**src/rtl/cache_pkg.sv**
```systemverilog
// Shared definitions for the cache / miss-handling slice: address field
// positions, MSHR state encoding and the memory word-address builder.
package cache_pkg;

  // Geometry of the 4-way cache line as seen by the memory side
  localparam int ADR_W    = 32;
  localparam int WORD_W   = 32;
  localparam int WORD_CNT = 4;
  localparam int WOFF_W   = 2;
  localparam int BOFF_W   = 2;
  localparam int LINE_W   = ADR_W - WOFF_W - BOFF_W;

  // Address field positions
  localparam int TAG_MSB  = 31;
  localparam int TAG_LSB  = 11;
  localparam int IDX_MSB  = 10;
  localparam int IDX_LSB  = 4;
  localparam int WOFF_MSB = 3;
  localparam int WOFF_LSB = 2;
  localparam int BOFF_MSB = 1;
  localparam int BOFF_LSB = 0;

  typedef enum logic [1:0] {
    ST_IDLE      = 2'd0,
    ST_CAPTURE   = 2'd1,
    ST_WRITEBACK = 2'd2,
    ST_FETCH     = 2'd3
  } mshr_state_e;

  // Memory word address of word 'word' within line 'line' (byte offset zero)
  function automatic logic [ADR_W-1:0] word_adr(input logic [LINE_W-1:0] line,
                                                input logic [WOFF_W-1:0] word);
    word_adr = {line, word, {BOFF_W{1'b0}}};
  endfunction

endpackage

```
**src/rtl/mshr_line_buf.sv**
```systemverilog
// One-line staging buffer for the victim line: per-word write port,
// received-word mask, synchronous clear and combinational read port.
module mshr_line_buf
  import cache_pkg::*;
#(
  parameter int WORD_WIDTH        = 32,
  parameter int WORD_NUM          = 4,
  parameter int WORD_OFFSET_WIDTH = 2
) (
  input  logic                         clk,
  input  logic                         rst,
  input  logic                         i_clr,
  input  logic                         i_we,
  input  logic [WORD_OFFSET_WIDTH-1:0] i_widx,
  input  logic [WORD_WIDTH-1:0]        i_wdat,
  input  logic [WORD_OFFSET_WIDTH-1:0] i_ridx,
  output logic [WORD_WIDTH-1:0]        o_rdat,
  output logic [WORD_NUM-1:0]          o_mask
);

  logic [WORD_WIDTH-1:0] r_mem [WORD_NUM];
  logic [WORD_NUM-1:0]   r_mask;

  // Word storage and received mask; clear wins over a same-cycle write
  always_ff @(posedge clk or posedge rst) begin
    if (rst) begin
      for (int i = 0; i < WORD_NUM; i++) r_mem[i] <= {WORD_WIDTH{1'b0}};
      r_mask <= {WORD_NUM{1'b0}};
    end else if (i_clr) begin
      for (int i = 0; i < WORD_NUM; i++) r_mem[i] <= {WORD_WIDTH{1'b0}};
      r_mask <= {WORD_NUM{1'b0}};
    end else if (i_we) begin
      r_mem[i_widx]  <= i_wdat;
      r_mask[i_widx] <= 1'b1;
    end
  end

  assign o_rdat = r_mem[i_ridx];
  assign o_mask = r_mask;

endmodule

```
**src/rtl/cache_mshr.sv**
```systemverilog
// Miss-status holding register: captures a dirty victim line, writes it back
// word by word, then fetches the missing line critical-word-first and streams
// each word to the cache. One outstanding miss at a time.
module cache_mshr
  import cache_pkg::*;
#(
  parameter int ADR_WIDTH         = 32,
  parameter int WORD_WIDTH        = 32,
  parameter int WORD_NUM          = 4,
  parameter int WORD_OFFSET_WIDTH = 2,
  parameter int BYTE_OFFSET_WIDTH = 2
) (
  input  logic                         clk,
  input  logic                         rst,
  input  logic                         miss_req_i,
  input  logic [ADR_WIDTH-1:0]         miss_adr_i,
  input  logic                         victim_dirty_i,
  input  logic [ADR_WIDTH-1:0]         victim_adr_i,
  input  logic                         victim_we_i,
  input  logic [WORD_OFFSET_WIDTH-1:0] victim_word_i,
  input  logic [WORD_WIDTH-1:0]        victim_dat_i,
  output logic                         busy_o,
  output logic                         refill_valid_o,
  output logic [WORD_OFFSET_WIDTH-1:0] refill_word_o,
  output logic [WORD_WIDTH-1:0]        refill_dat_o,
  output logic                         refill_done_o,
  output logic                         mem_req_o,
  output logic                         mem_we_o,
  output logic [ADR_WIDTH-1:0]         mem_adr_o,
  output logic [WORD_WIDTH-1:0]        mem_dat_o,
  input  logic                         mem_ack_i,
  input  logic [WORD_WIDTH-1:0]        mem_dat_i
);

  localparam int LINE_WIDTH = ADR_WIDTH - WORD_OFFSET_WIDTH - BYTE_OFFSET_WIDTH;

  mshr_state_e                  r_state;
  mshr_state_e                  w_state_nxt;
  logic [LINE_WIDTH-1:0]        r_miss_line;
  logic [LINE_WIDTH-1:0]        r_vic_line;
  logic [WORD_OFFSET_WIDTH-1:0] r_crit;
  logic [WORD_OFFSET_WIDTH-1:0] r_cnt;
  logic [WORD_OFFSET_WIDTH-1:0] w_cnt_nxt;
  logic                         r_refill_valid;
  logic                         r_refill_done;
  logic [WORD_OFFSET_WIDTH-1:0] r_refill_word;
  logic [WORD_WIDTH-1:0]        r_refill_dat;

  logic                         w_accept;
  logic                         w_buf_we;
  logic                         w_fetch_ack;
  logic                         w_last;
  logic [WORD_NUM-1:0]          w_we_onehot;
  logic [WORD_NUM-1:0]          w_mask;
  logic [WORD_WIDTH-1:0]        w_rdat;
  logic [WORD_OFFSET_WIDTH-1:0] w_fetch_word;
  logic                         w_unused_adr;

  // Offset bits of the victim address and byte bits of the miss address carry no information here
  assign w_unused_adr = ^{miss_adr_i[BOFF_MSB:BOFF_LSB],
                          victim_adr_i[WORD_OFFSET_WIDTH+BYTE_OFFSET_WIDTH-1:0]};

  assign w_last       = (r_cnt == {WORD_OFFSET_WIDTH{1'b1}});
  assign w_fetch_word = r_crit + r_cnt;   // wraps modulo the line size

  mshr_line_buf #(
    .WORD_WIDTH        (WORD_WIDTH),
    .WORD_NUM          (WORD_NUM),
    .WORD_OFFSET_WIDTH (WORD_OFFSET_WIDTH)
  ) u_line_buf (
    .clk    (clk),
    .rst    (rst),
    .i_clr  (w_accept),
    .i_we   (w_buf_we),
    .i_widx (victim_word_i),
    .i_wdat (victim_dat_i),
    .i_ridx (r_cnt),
    .o_rdat (w_rdat),
    .o_mask (w_mask)
  );

  // One-hot of the victim word strobed this cycle, so the full test sees it immediately
  always_comb begin
    w_we_onehot = {WORD_NUM{1'b0}};
    if (victim_we_i) begin
      w_we_onehot = {{(WORD_NUM-1){1'b0}}, 1'b1} << victim_word_i;
    end else begin
      w_we_onehot = {WORD_NUM{1'b0}};
    end
  end

  // Next-state, word counter and datapath enables
  always_comb begin
    w_state_nxt = r_state;
    w_cnt_nxt   = r_cnt;
    w_accept    = 1'b0;
    w_buf_we    = 1'b0;
    w_fetch_ack = 1'b0;
    case (r_state)
      ST_IDLE: begin
        if (miss_req_i) begin
          w_accept    = 1'b1;
          w_cnt_nxt   = {WORD_OFFSET_WIDTH{1'b0}};
          w_state_nxt = victim_dirty_i ? ST_CAPTURE : ST_FETCH;
        end else begin
          w_state_nxt = ST_IDLE;
        end
      end
      ST_CAPTURE: begin
        w_buf_we = victim_we_i;
        if (&(w_mask | w_we_onehot)) begin
          w_state_nxt = ST_WRITEBACK;
        end else begin
          w_state_nxt = ST_CAPTURE;
        end
      end
      ST_WRITEBACK: begin
        if (mem_ack_i) begin
          w_cnt_nxt   = r_cnt + {{(WORD_OFFSET_WIDTH-1){1'b0}}, 1'b1};
          w_state_nxt = w_last ? ST_FETCH : ST_WRITEBACK;
        end else begin
          w_state_nxt = ST_WRITEBACK;
        end
      end
      ST_FETCH: begin
        if (mem_ack_i) begin
          w_fetch_ack = 1'b1;
          w_cnt_nxt   = r_cnt + {{(WORD_OFFSET_WIDTH-1){1'b0}}, 1'b1};
          w_state_nxt = w_last ? ST_IDLE : ST_FETCH;
        end else begin
          w_state_nxt = ST_FETCH;
        end
      end
      default: begin
        w_state_nxt = ST_IDLE;
        w_cnt_nxt   = {WORD_OFFSET_WIDTH{1'b0}};
      end
    endcase
  end

  // State register
  always_ff @(posedge clk or posedge rst) begin
    if (rst) r_state <= ST_IDLE;
    else     r_state <= w_state_nxt;
  end

  // Word counter; wraps to zero after the last word of each phase
  always_ff @(posedge clk or posedge rst) begin
    if (rst) r_cnt <= {WORD_OFFSET_WIDTH{1'b0}};
    else     r_cnt <= w_cnt_nxt;
  end

  // Miss context latched when a miss is accepted
  always_ff @(posedge clk or posedge rst) begin
    if (rst) begin
      r_miss_line <= {LINE_WIDTH{1'b0}};
      r_vic_line  <= {LINE_WIDTH{1'b0}};
      r_crit      <= {WORD_OFFSET_WIDTH{1'b0}};
    end else if (w_accept) begin
      r_miss_line <= miss_adr_i[ADR_WIDTH-1:WORD_OFFSET_WIDTH+BYTE_OFFSET_WIDTH];
      r_vic_line  <= victim_adr_i[ADR_WIDTH-1:WORD_OFFSET_WIDTH+BYTE_OFFSET_WIDTH];
      r_crit      <= miss_adr_i[WOFF_MSB:WOFF_LSB];
    end
  end

  // Refill stream to the cache; data holds its last value between words
  always_ff @(posedge clk or posedge rst) begin
    if (rst) begin
      r_refill_valid <= 1'b0;
      r_refill_done  <= 1'b0;
      r_refill_word  <= {WORD_OFFSET_WIDTH{1'b0}};
      r_refill_dat   <= {WORD_WIDTH{1'b0}};
    end else begin
      r_refill_valid <= w_fetch_ack;
      r_refill_done  <= w_fetch_ack & w_last;
      if (w_fetch_ack) begin
        r_refill_word <= w_fetch_word;
        r_refill_dat  <= mem_dat_i;
      end
    end
  end

  // Memory port decode from the registered state
  always_comb begin
    mem_req_o = 1'b0;
    mem_we_o  = 1'b0;
    mem_adr_o = {ADR_WIDTH{1'b0}};
    mem_dat_o = {WORD_WIDTH{1'b0}};
    case (r_state)
      ST_WRITEBACK: begin
        mem_req_o = 1'b1;
        mem_we_o  = 1'b1;
        mem_adr_o = word_adr(r_vic_line, r_cnt);
        mem_dat_o = w_rdat;
      end
      ST_FETCH: begin
        mem_req_o = 1'b1;
        mem_adr_o = word_adr(r_miss_line, w_fetch_word);
      end
      default: begin
        mem_req_o = 1'b0;
      end
    endcase
  end

  assign busy_o         = (r_state != ST_IDLE);
  assign refill_valid_o = r_refill_valid;
  assign refill_done_o  = r_refill_done;
  assign refill_word_o  = r_refill_word;
  assign refill_dat_o   = r_refill_dat;

endmodule

```
**config.mk**
```make
export PLATFORM = sky130hd
export DESIGN_NAME = cache_mshr
export DESIGN_NICKNAME = d
export VERILOG_FILES = /design/src/rtl/cache_pkg.sv /design/src/rtl/mshr_line_buf.sv /design/src/rtl/cache_mshr.sv
export SDC_FILE = /design/constraint.sdc
export NUM_CORES = 1
export LEC_CHECK = 0
export ABC_CLOCK_PERIOD_IN_PS = 7980
export BUFFER_PORTS_ARGS = -buffer_cell sky130_fd_sc_hd__buf_2
export CORE_ASPECT_RATIO = 1.25
export CORE_MARGIN = 2
export CORE_UTILIZATION = 54
export CTS_CLUSTER_SIZE = 20
export DETAILED_ROUTE_END_ITERATION = 8
export PLACE_DENSITY = 0.91
export SLEW_MARGIN = 20
export SYNTH_ARGS = -nofsm -noshare
export SYNTH_HDL_FRONTEND = slang
export SYNTH_SLANG_ARGS = --single-unit
```
**constraint.sdc**
```tcl
create_clock -name clk -period 7.98 [get_ports clk]
set_input_delay 0.798 -clock clk [delete_from_list [all_inputs] [get_ports clk]]
set_output_delay 0.798 -clock clk [all_outputs]
set_load 0.1 [all_outputs]
```
# After elaboration in Yosys (flattened, before gate mapping)
# Index checks and enable logic that the tools add are counted.
[word_totals]
register_bits = 230
input_bits = 136
output_inout_bits = 103
elab_cells = 75
[classes]
n_addsub = 2
magnitude_cmp = 5
n_eq_ne = 6
n_shift = 1
mux = 33
bitwise = 5
reduce_logical = 9
[op_table]
columns = ["operator", "n"]
rows = [
  ["$mux W128", 2],
  ["$bwmux W128", 1],
  ["$mux W32", 4],
  ["$bmux W32 S2", 1],
  ["$demux W32 S2", 1],
  ["$pmux W32 S2", 1],
  ["$mux W2", 7],
  ["$mux W4", 3],
  ["$mux W1", 10],
  ["$or A4 B4 Y4", 2],
  ["$pmux W2 S4", 1],
  ["$eq A2 B2 Y1 const B", 3],
  ["$ge A3 B3 Y1 const B", 2],
  ["$not A2 Y3", 2],
  ["$reduce_bool A2 Y1", 3],
  ["$pmux W2 S2", 1],
  ["$reduce_and A4 Y1", 1],
  ["$shl A1 B2 Y4 const A", 1],
  ["$lt A2 B3 Y1 const B", 1],
  ["$lt A3 B1 Y1 const B", 1],
  ["$reduce_and A3 Y1", 1],
  ["$add A2 B1 Y2 const B", 1],
  ["$add A2 B2 Y2", 1],
  ["$demux W1 S2", 1],
  ["other kinds (8)", 9],
]

# Longest topological paths before layout
# Gate-level depths: netlist of the first run.
[depth]
word_depth = 8
mapped_depth = 7
ltp_nobuf = 5

# Hierarchy
# Synthesis of the first run repeated with hierarchy kept, for this count alone.
[unflattened]
hier_cells = 855
area_unflattened_um2 = 11220.8
[modules_own_cells]
columns = ["module", "n_inst", "cells_per_inst", "area_per_inst_um2", "seq_area_each_um2"]
rows = [
  ["mshr_line_buf", 1, 508, 6605.1, 3303.2],
  ["cache_mshr", 1, 347, 4615.7, 2452.4],
]

# Least setup slack after synthesis of the first run
# Ideal clock, no wire load.
[synth_timing]
path_type = "reg-to-output"
startpoint = "reg r_cnt[0]"
endpoint = "out mem_dat_o[14]"
arrival_ps = 2622
t_required_ps = 7182
setup_slack_ps = 4560
path_stages_with_launch = 6
path_buffers = 3
cell_sequence = "dfrtp_1 -> buf_2 -> buf_2 -> buf_2 -> mux4_2 -> nor2b_1"
[synth_between]
elab_chain_len = 5
[synth_lines]
columns = ["element", "line_no", "rtl"]
rows = [
  ["start: declaration", "cache_mshr.sv:42", "logic [WORD_OFFSET_WIDTH-1:0] r_cnt;"],
  ["start signal: assignment", "cache_mshr.sv:149", "if (rst) r_cnt <= {WORD_OFFSET_WIDTH{1'b0}};"],
  ["start signal: assignment", "cache_mshr.sv:150", "else r_cnt <= w_cnt_nxt;"],
  ["$not A2 Y3 (implied by the code)", "mshr_line_buf.sv:38", "assign o_rdat = r_mem[i_ridx];"],
  ["$bmux W32 S2", "mshr_line_buf.sv:38", ""],
  ["$mux W32 (implied by the code) (2 in a row)", "mshr_line_buf.sv:38", ""],
  ["$mux W32", "cache_mshr.sv:189", "case (r_state)"],
  ["end: declaration", "cache_mshr.sv:30", "output logic [WORD_WIDTH-1:0] mem_dat_o,"],
]
# Every way passes these cells. The select of a mux whose other input is x is not followed.

# Final worst setup path of the first run
[layout_timing]
startpoint = "reg r_cnt[0]"
endpoint = "out mem_adr_o[3]"
[layout_between]
elab_chain_len = 2
[layout_lines]
columns = ["element", "line_no", "rtl"]
rows = [
  ["$add A2 B2 Y2", "cache_mshr.sv:64", "assign w_fetch_word = r_crit + r_cnt;"],
  ["$pmux W32 S2", "cache_mshr.sv:189", ""],
  ["end: declaration", "cache_mshr.sv:29", "output logic [ADR_WIDTH-1:0] mem_adr_o,"],
]
# Every way passes these cells.

==> results.json, run 1 <==
{
  "status": "finished, final reports clean",
  "grt_pass1_vias": 8673,
  "rsz0062_at_grt": "no",
  "multiInputGateArea_um2": 4382,
  "maxCapViolations": 0,
  "coreArea_um2": 19260,
  "critical_path.endpoint_type": "primary output",
  "post-route-period-util": 0.4703,
  "synth-seq-cells": 230,
  "critPathMaxFanout": 37,
  "grtUsageMet1": 0.2984,
  "seqCellArea_um2": 5759,
  "ys.flop_type": "dfrtp_1",
  "setup_violations": 0,
  "fin_crit_ps": 3753,
  "yosys.area.top_type_share": 0.5472,
  "crit_path_start_kind": "flip-flop",
  "drt-total-wl_mm": 26.14,
  "start_util": 0.5463,
  "port_buffers": 230,
  "num_vias": 7937,
  "use_met2": 0.4620,
  "vias_per_cell": 5.637,
  "gp_congestion": 0.7518,
  "drc": 0,
  "yosysWarnings": 0,
  "drv_slew": 0,
  "skew_ps": 14.75,
  "syn-cell-area_um2": 10520,
  "worst_pin_slew_ps": 1136,
  "path_class": "flip-flop to primary output",
  "num_io_pins": 239,
  "cts_resized": 0,
  "yosysMostFrequentCell": "nand2_1",
  "place_hpwl_mm": 16.33,
  "tritoncts": "built",
  "yosysTopAreaCell": "dfrtp_1",
  "r2r_end": "u_line_buf.r_mem[122]$_DFFE_PP0P_",
  "synthArstFlopShare": 1.000,
  "syn_to_final_growth_pct": 19.35,
  "fillers": 1447,
  "grt_antenna_before_repair": 3,
  "crit_path_start": "r_cnt[0]$_DFFE_PP0P_",
  "hold_viol_final": 0,
  "dieHeight_um": 160.0,
  "reg2reg_slack_ps": 4990,
  "die_w_um": 128.8,
  "cts_max_level": 1,
  "nNetsFinal": 1291,
  "max_freq_mhz": 266.5,
  "hold_class": "primary input to asynchronous set/reset pin",
  "synth_cells": 957,
  "busiest_layer": "met2",
  "grt_usage": 0.2559,
  "crit_chain": "ha_1 > xor2_1 > nand2_1 > xnor2_1 > and2_1 > buf_2",
  "cts_setup_buffers": 0,
  "r2r_cells": 5,
  "slowest_delay_ps": 1120,
  "synth.area.top_cells": "dfrtp_1 55%, nand2_1 9.3%, mux2_2 7.6%, mux4_2 6.9%, a21oi_1 6.1%",
  "cts_made_buffers": 23,
  "fin_tns_setup_ps": 0,
  "synth.distinct_cells": 35,
  "synth_top_cells_by_count": "262 x nand2_1, 230 x dfrtp_1, 129 x a21oi_1",
  "cts.sinks": 230,
  "firstDrtPassIters": 5,
  "postCtsHoldBufs": 0,
  "drive_gt1_frac": 0.3422,
  "clk_latency_ps": 510,
  "cts-root-buf": "clkbuf_16",
  "drt_iter0_markers": 695,
  "synth-edff-count": 0,
  "ys_seq_area_frac": 0.5472,
  "avgSynthCellArea_um2": 10.99,
  "holdWs_ps": 434.9,
  "worstPathRequired_ps": 7180,
  "clk_pin_slew_ps": 60,
  "num_rows": 57,
  "use_met3": 0.04757,
  "max_slew_margin": 0.2425,
  "r2r_start": "r_state[0]$_DFF_PP0_",
  "cts.path.max_buffers": 3,
  "crit_arrival_ps": 2950,
  "drtAntennaViolNets": 0,
  "die_area_um2": 20620,
  "critPathSlowestCell": "dfrtp_2",
  "wl_per_cell_um": 18.56,
  "grt_max_degree": 116,
  "grt_overflow": 0,
  "grt_pass1_wl_mm": 42.22
}
==> cell type report <==
class / instances / area share
repair buffers: 244 / 0.1004
diodes: 3 / 0.0005980
well taps: 236 / 0.02352
multi-input cells: 649 / 0.3490
inverters: 5 / 0.002093
clock buffers: 28 / 0.04973
flip-flops and latches: 230 / 0.4587
clock inverters: 13 / 0.01595
==> through the flow <==
stage               instances  area (um2)    util  setup slack, ps
floorplan                 958       10520       -            877.4
global placement         1364       11720  0.6086             4814
detailed placement       1364       11720  0.6086             4754
CTS                      1405       12540  0.6514             4197
global route             1407       12550  0.6519             4052
finish                   1408       12550  0.6520             4227
==> worst max-delay path by stage <==
stage / endpoint / slack, ps / cells after the start
2_1_floorplan: r_cnt[0]$_DFFE_PP0P_ / 880 / 1
3_3_place_gp: u_line_buf.o_mask[0]$_DFFE_PP0P_ / 4810 / 5
3_5_place_dp: mem_adr_o[3] / 4750 / 6
4_1_cts: mem_adr_o[3] / 4200 / 6
5_1_grt: mem_adr_o[3] / 4050 / 6
6_report: mem_adr_o[3] / 4230 / 6
==> critical path: cells and delay by family, from the launching register on <==
family,cells,cell delay [ps]
XOR/XNOR,2,370
adder cells (fa/ha/maj),1,330
buffers and inverters,1,420
flip-flops,1,1120
AND/OR/NAND/NOR,2,220
==> flip-flops by register name (all words and copies together) (netlist names) <==
register	flops
r_crit	2
refill_done_o	1
u_line_buf.o_mask	4
r_vic_line	28
r_cnt	2
u_line_buf.r_mem	128
r_state	2
refill_dat_o	32
r_miss_line	28
refill_valid_o	1
refill_word_o	2
==> metal layers <==
metal,vias up,part of all wire
met2,351,0.54
met4,2,0.029
met3,68,0.072
li1,3597,-
met5,-,0.00027
met1,3919,0.36
==> cell families (layout without fill, tap and decap cells) <==
family,count (synthesis),count (layout),share of synthesized area
adders and majority gates,2,2,0.002379
buffers and inverters,79,290,0.03818
AOI/OAI and AO/OA,136,136,0.06625
and+or+nand+nor,351,351,0.1467
xor gates and xnor gates,4,4,0.003331
muxes,154,154,0.1957
DFF,230,230,0.5472
other,1,5,0.0003565
==> placed cells by master, fill, tap and decap left out, types with 2 or more instances in the layout <==
cell type   synthesis  layout
o21ai_0             3       3
nand2b_1            4       4
mux2i_1            29      29
clkbuf_16           0      23
a32o_1              2       2
nor2_2              1       3
nor2b_1            61      61
conb_1              1       2
bufinv_16           0       5
xnor2_1             3       3
buf_2              45     230
dfrtp_1           230     227
clkbuf_1           20       2
ha_1                2       2
clkinvlp_4          0       4
a21oi_1           129     129
mux2_1             22      22
nand2_1           262     262
diode_2             0       3
nor2_1             11       9
clkinv_2            0       4
or4_1               2       2
dfrtp_2             0       3
nor4_4              1       2
buf_4               5      13
inv_1               4       3
mux4_2             32      32
mux2_2             71      71
clkbuf_8            0       3
Power of run 1 is left out: the tool's default activity adds up to more than one toggle a clock period on the data nets, which glitch-free logic cannot reach.
==> run 2, diff against run 1 <==
--- a/config.mk
+++ b/config.mk
@@ -5,14 +5,15 @@
 export SDC_FILE = /design/constraint.sdc
 export NUM_CORES = 1
 export LEC_CHECK = 0
-export ABC_CLOCK_PERIOD_IN_PS = 7980
+export ABC_AREA = 1
+export ABC_CLOCK_PERIOD_IN_PS = 3380
 export BUFFER_PORTS_ARGS = -buffer_cell sky130_fd_sc_hd__buf_2
 export CORE_ASPECT_RATIO = 1.25
 export CORE_MARGIN = 2
-export CORE_UTILIZATION = 54
+export CORE_UTILIZATION = 49
 export CTS_CLUSTER_SIZE = 20
 export DETAILED_ROUTE_END_ITERATION = 8
-export PLACE_DENSITY = 0.91
+export PLACE_DENSITY = 0.88
 export SLEW_MARGIN = 20
 export SYNTH_ARGS = -nofsm -noshare
 export SYNTH_HDL_FRONTEND = slang
==> constraint.sdc (replaced) <==
create_clock -name clk -period 3.38 [get_ports clk]
set_input_delay 0.338 -clock clk [delete_from_list [all_inputs] [get_ports clk]]
set_output_delay 0.338 -clock clk [all_outputs]
set_load 0.1 [all_outputs]
==> run 2 against run 1 <==
Critical path type unchanged. Largest cell class unchanged. Critical endpoint is now mem_dat_o[20]. Critical path depth decreased by 2. Worst setup slack got worse by 3900 ps. First-iteration DRC count increased by 29%. Clock skew decreased by 2.9 ps. Flip-flop and latch count unchanged. Worst hold slack got worse by 430 ps. Core utilization decreased by 3.0 points. Wire length increased by 2.4%. Synthesized area decreased by 4.7%. Synthesized cell count increased by 20%.
==> results.json, run 2 <==
{
  "maxCapViolations": 0,
  "worst_pin_slew_ps": 1043,
  "reg2reg_slack_ps": 1290,
  "synth.distinct_cells": 23,
  "wl_per_cell_um": 16.56,
  "critical_path.endpoint_type": "primary output",
  "yosys.area.top_type_share": 0.5739,
  "grt_pass1_wl_mm": 43.04,
  "drv_slew": 0,
  "largest_register_ffs": 128,
  "drc": 0,
  "cts.sinks": 230,
  "hold_viol_final": 0,
  "status": "finished, final reports clean",
  "die_area_um2": 21630,
  "postLayoutCoreUtil": 0.6221,
  "ys.flop_type": "dfrtp_1",
  "critPathMaxFanout": 44,
  "port_buffers": 230,
  "clk_pin_slew_ps": 60,
  "yosysWarnings": 0,
  "die_w_um": 132.0,
  "grt_overflow": 0,
  "cts-root-buf": "clkbuf_16",
  "diodes": 0,
  "skew_ps": 11.89,
  "hold_class": "primary input to asynchronous set/reset pin",
  "setup_violations": 0,
  "synth.area.top_cells": "dfrtp_1 57%, nand2_1 13%, o21ai_0 4.0%, o22ai_1 4.0%, nand3_1 3.5%",
  "synth_cells": 1145,
  "seqCellArea_um2": 5761,
  "crit_path_start_kind": "flip-flop",
  "top_register": "u_line_buf.r_mem",
  "num_vias": 8915,
  "gp_congestion": 0.7657,
  "syn_to_final_growth_pct": 24.70,
  "max_slew_margin": 0.3037,
  "synthArstFlopShare": 1.000,
  "cts_setup_buffers": 0,
  "vias_per_cell": 5.517,
  "yosysTopAreaCell": "dfrtp_1",
  "start_util": 0.4989,
  "final_common_cell": "nand2_1",
  "cts.path.max_buffers": 3,
  "slowest_delay_ps": 970,
  "firstDrtPassIters": 5,
  "path_class": "flip-flop to primary output",
  "drive_gt1_frac": 0.2192,
  "grt_pass1_vias": 8735,
  "coreArea_um2": 20100,
  "place_hpwl_mm": 16.42,
  "fillers": 1623,
  "cts_resized": 0,
  "critPathSlowestCell": "dfrtp_2",
  "postCtsHoldBufs": 0,
  "grt_max_degree": 80,
  "synth-edff-count": 0,
  "grt_usage": 0.2406,
  "crit_arrival_ps": 2680,
  "yosysMostFrequentCell": "nand2_1",
  "cts_made_buffers": 23,
  "num_rows": 58,
  "drtAntennaViolNets": 0,
  "tritoncts": "built",
  "grt_antenna_before_repair": 1,
  "max_freq_mhz": 331.1,
  "synth-seq-cells": 230,
  "dieHeight_um": 163.9,
  "clk_latency_ps": 500,
  "nNetsFinal": 1470,
  "worstPathRequired_ps": 3040,
  "syn-cell-area_um2": 10030,
  "num_io_pins": 239,
  "multiInputGateArea_um2": 3575,
  "fin_tns_setup_ps": 0,
  "drt-total-wl_mm": 26.76,
  "crit_chain": "buf_4 > o211ai_1 > a21oi_1 > buf_2",
  "drt_iter0_markers": 895,
  "final_cell_mix": "356 x nand2_1, 228 x dfrtp_1, 200 x buf_2",
  "rsz0062_at_grt": "no",
  "synth_top_cells_by_count": "357 x nand2_1, 230 x dfrtp_1, 80 x o21ai_0",
  "avgSynthCellArea_um2": 8.758,
  "cts_max_level": 1,
  "post-route-period-util": 0.8936,
  "ys_seq_area_frac": 0.5739,
  "fin_crit_ps": 3020
}
==> run 2: cell types whose count changed in the layout (fill, tap and decap cells not counted), sizes merged, moves of 64 or more <==
cell and change:
o21ai +104, nand2 +94, o22ai +64, nand3 +68, mux2 -93, inv +77
==> run 2: layout make-up <==
cell class | instances | share of cell area
well taps | 270 | 0.02701
flip-flops and latches | 230 | 0.4606
inverters | 83 | 0.02521
clock buffers | 35 | 0.05363
clock inverters | 4 | 0.003602
multi-input cells | 744 | 0.2858
repair buffers | 250 | 0.1441
==> run 2: worst paths after layout <==
| kind | cells past startpoint | start | endpoint |
|---|---|---|---|
| worst max-delay path | 4 | r_cnt[1]$_DFFE_PP0P_ | mem_dat_o[20] |
| worst min-delay path | 2 | rst | refill_dat_o[16]$_DFFE_PP0P_ |
| worst max register to register | 7 | r_cnt[0]$_DFFE_PP0P_ | r_state[1]$_DFF_PP0_ |
| worst min register to register | 2 | refill_dat_o[12]$_DFFE_PP0P_ | refill_dat_o[12]$_DFFE_PP0P_ |
| max in group asynchronous | 3 | rst | u_line_buf.r_mem[74]$_DFFE_PP0P_ |
| min in group clk | 3 | miss_adr_i[8] | r_miss_line[4]$_DFFE_PP0P_ |
==> run 2: cells by family after synthesis <==
kind of cell | count (synthesis) | share of synthesized area
xor+xnor | 2 | 0.001747
buf+inv | 172 | 0.07199
fa+ha+maj | 2 | 0.002495
compound gates | 299 | 0.1754
flops | 230 | 0.5739
simple gates | 439 | 0.1741
other cells | 1 | 0.0003739
==> run 2: per-layer routing <==
layer / vias up / global-route usage / routed length, um
met5: - / 0 / 13
met4: 2 / 0.08350 / 745
met2: 369 / 0.4122 / 13580
li1: 4181 / - / -
met3: 66 / 0.05309 / 2160
met1: 4297 / 0.3030 / 10270
==> run 2: metrics by stage <==
stage | hold WS [ps] | cell area (um2) | instances | worst slack, ps
CTS | 9.359 | 12510 | 1616 | 366.4
global placement | 448.5 | 11790 | 1577 | 946.9
finish | 0.1952 | 12510 | 1616 | 359.6
detailed placement | 452.9 | 11790 | 1577 | 932.4
global route | 23.46 | 12510 | 1616 | 247.5
floorplan | 447.6 | 10040 | 1146 | 34.05
==> run 2: critical path, delay by kind of cell (launching register included) <==
family                 cells  cell delay (ps)
AOI/OAI and AO/OA          2              380
DFF                        1              970
buffers and inverters      2              820
Power of run 2 is left out for the same reason.
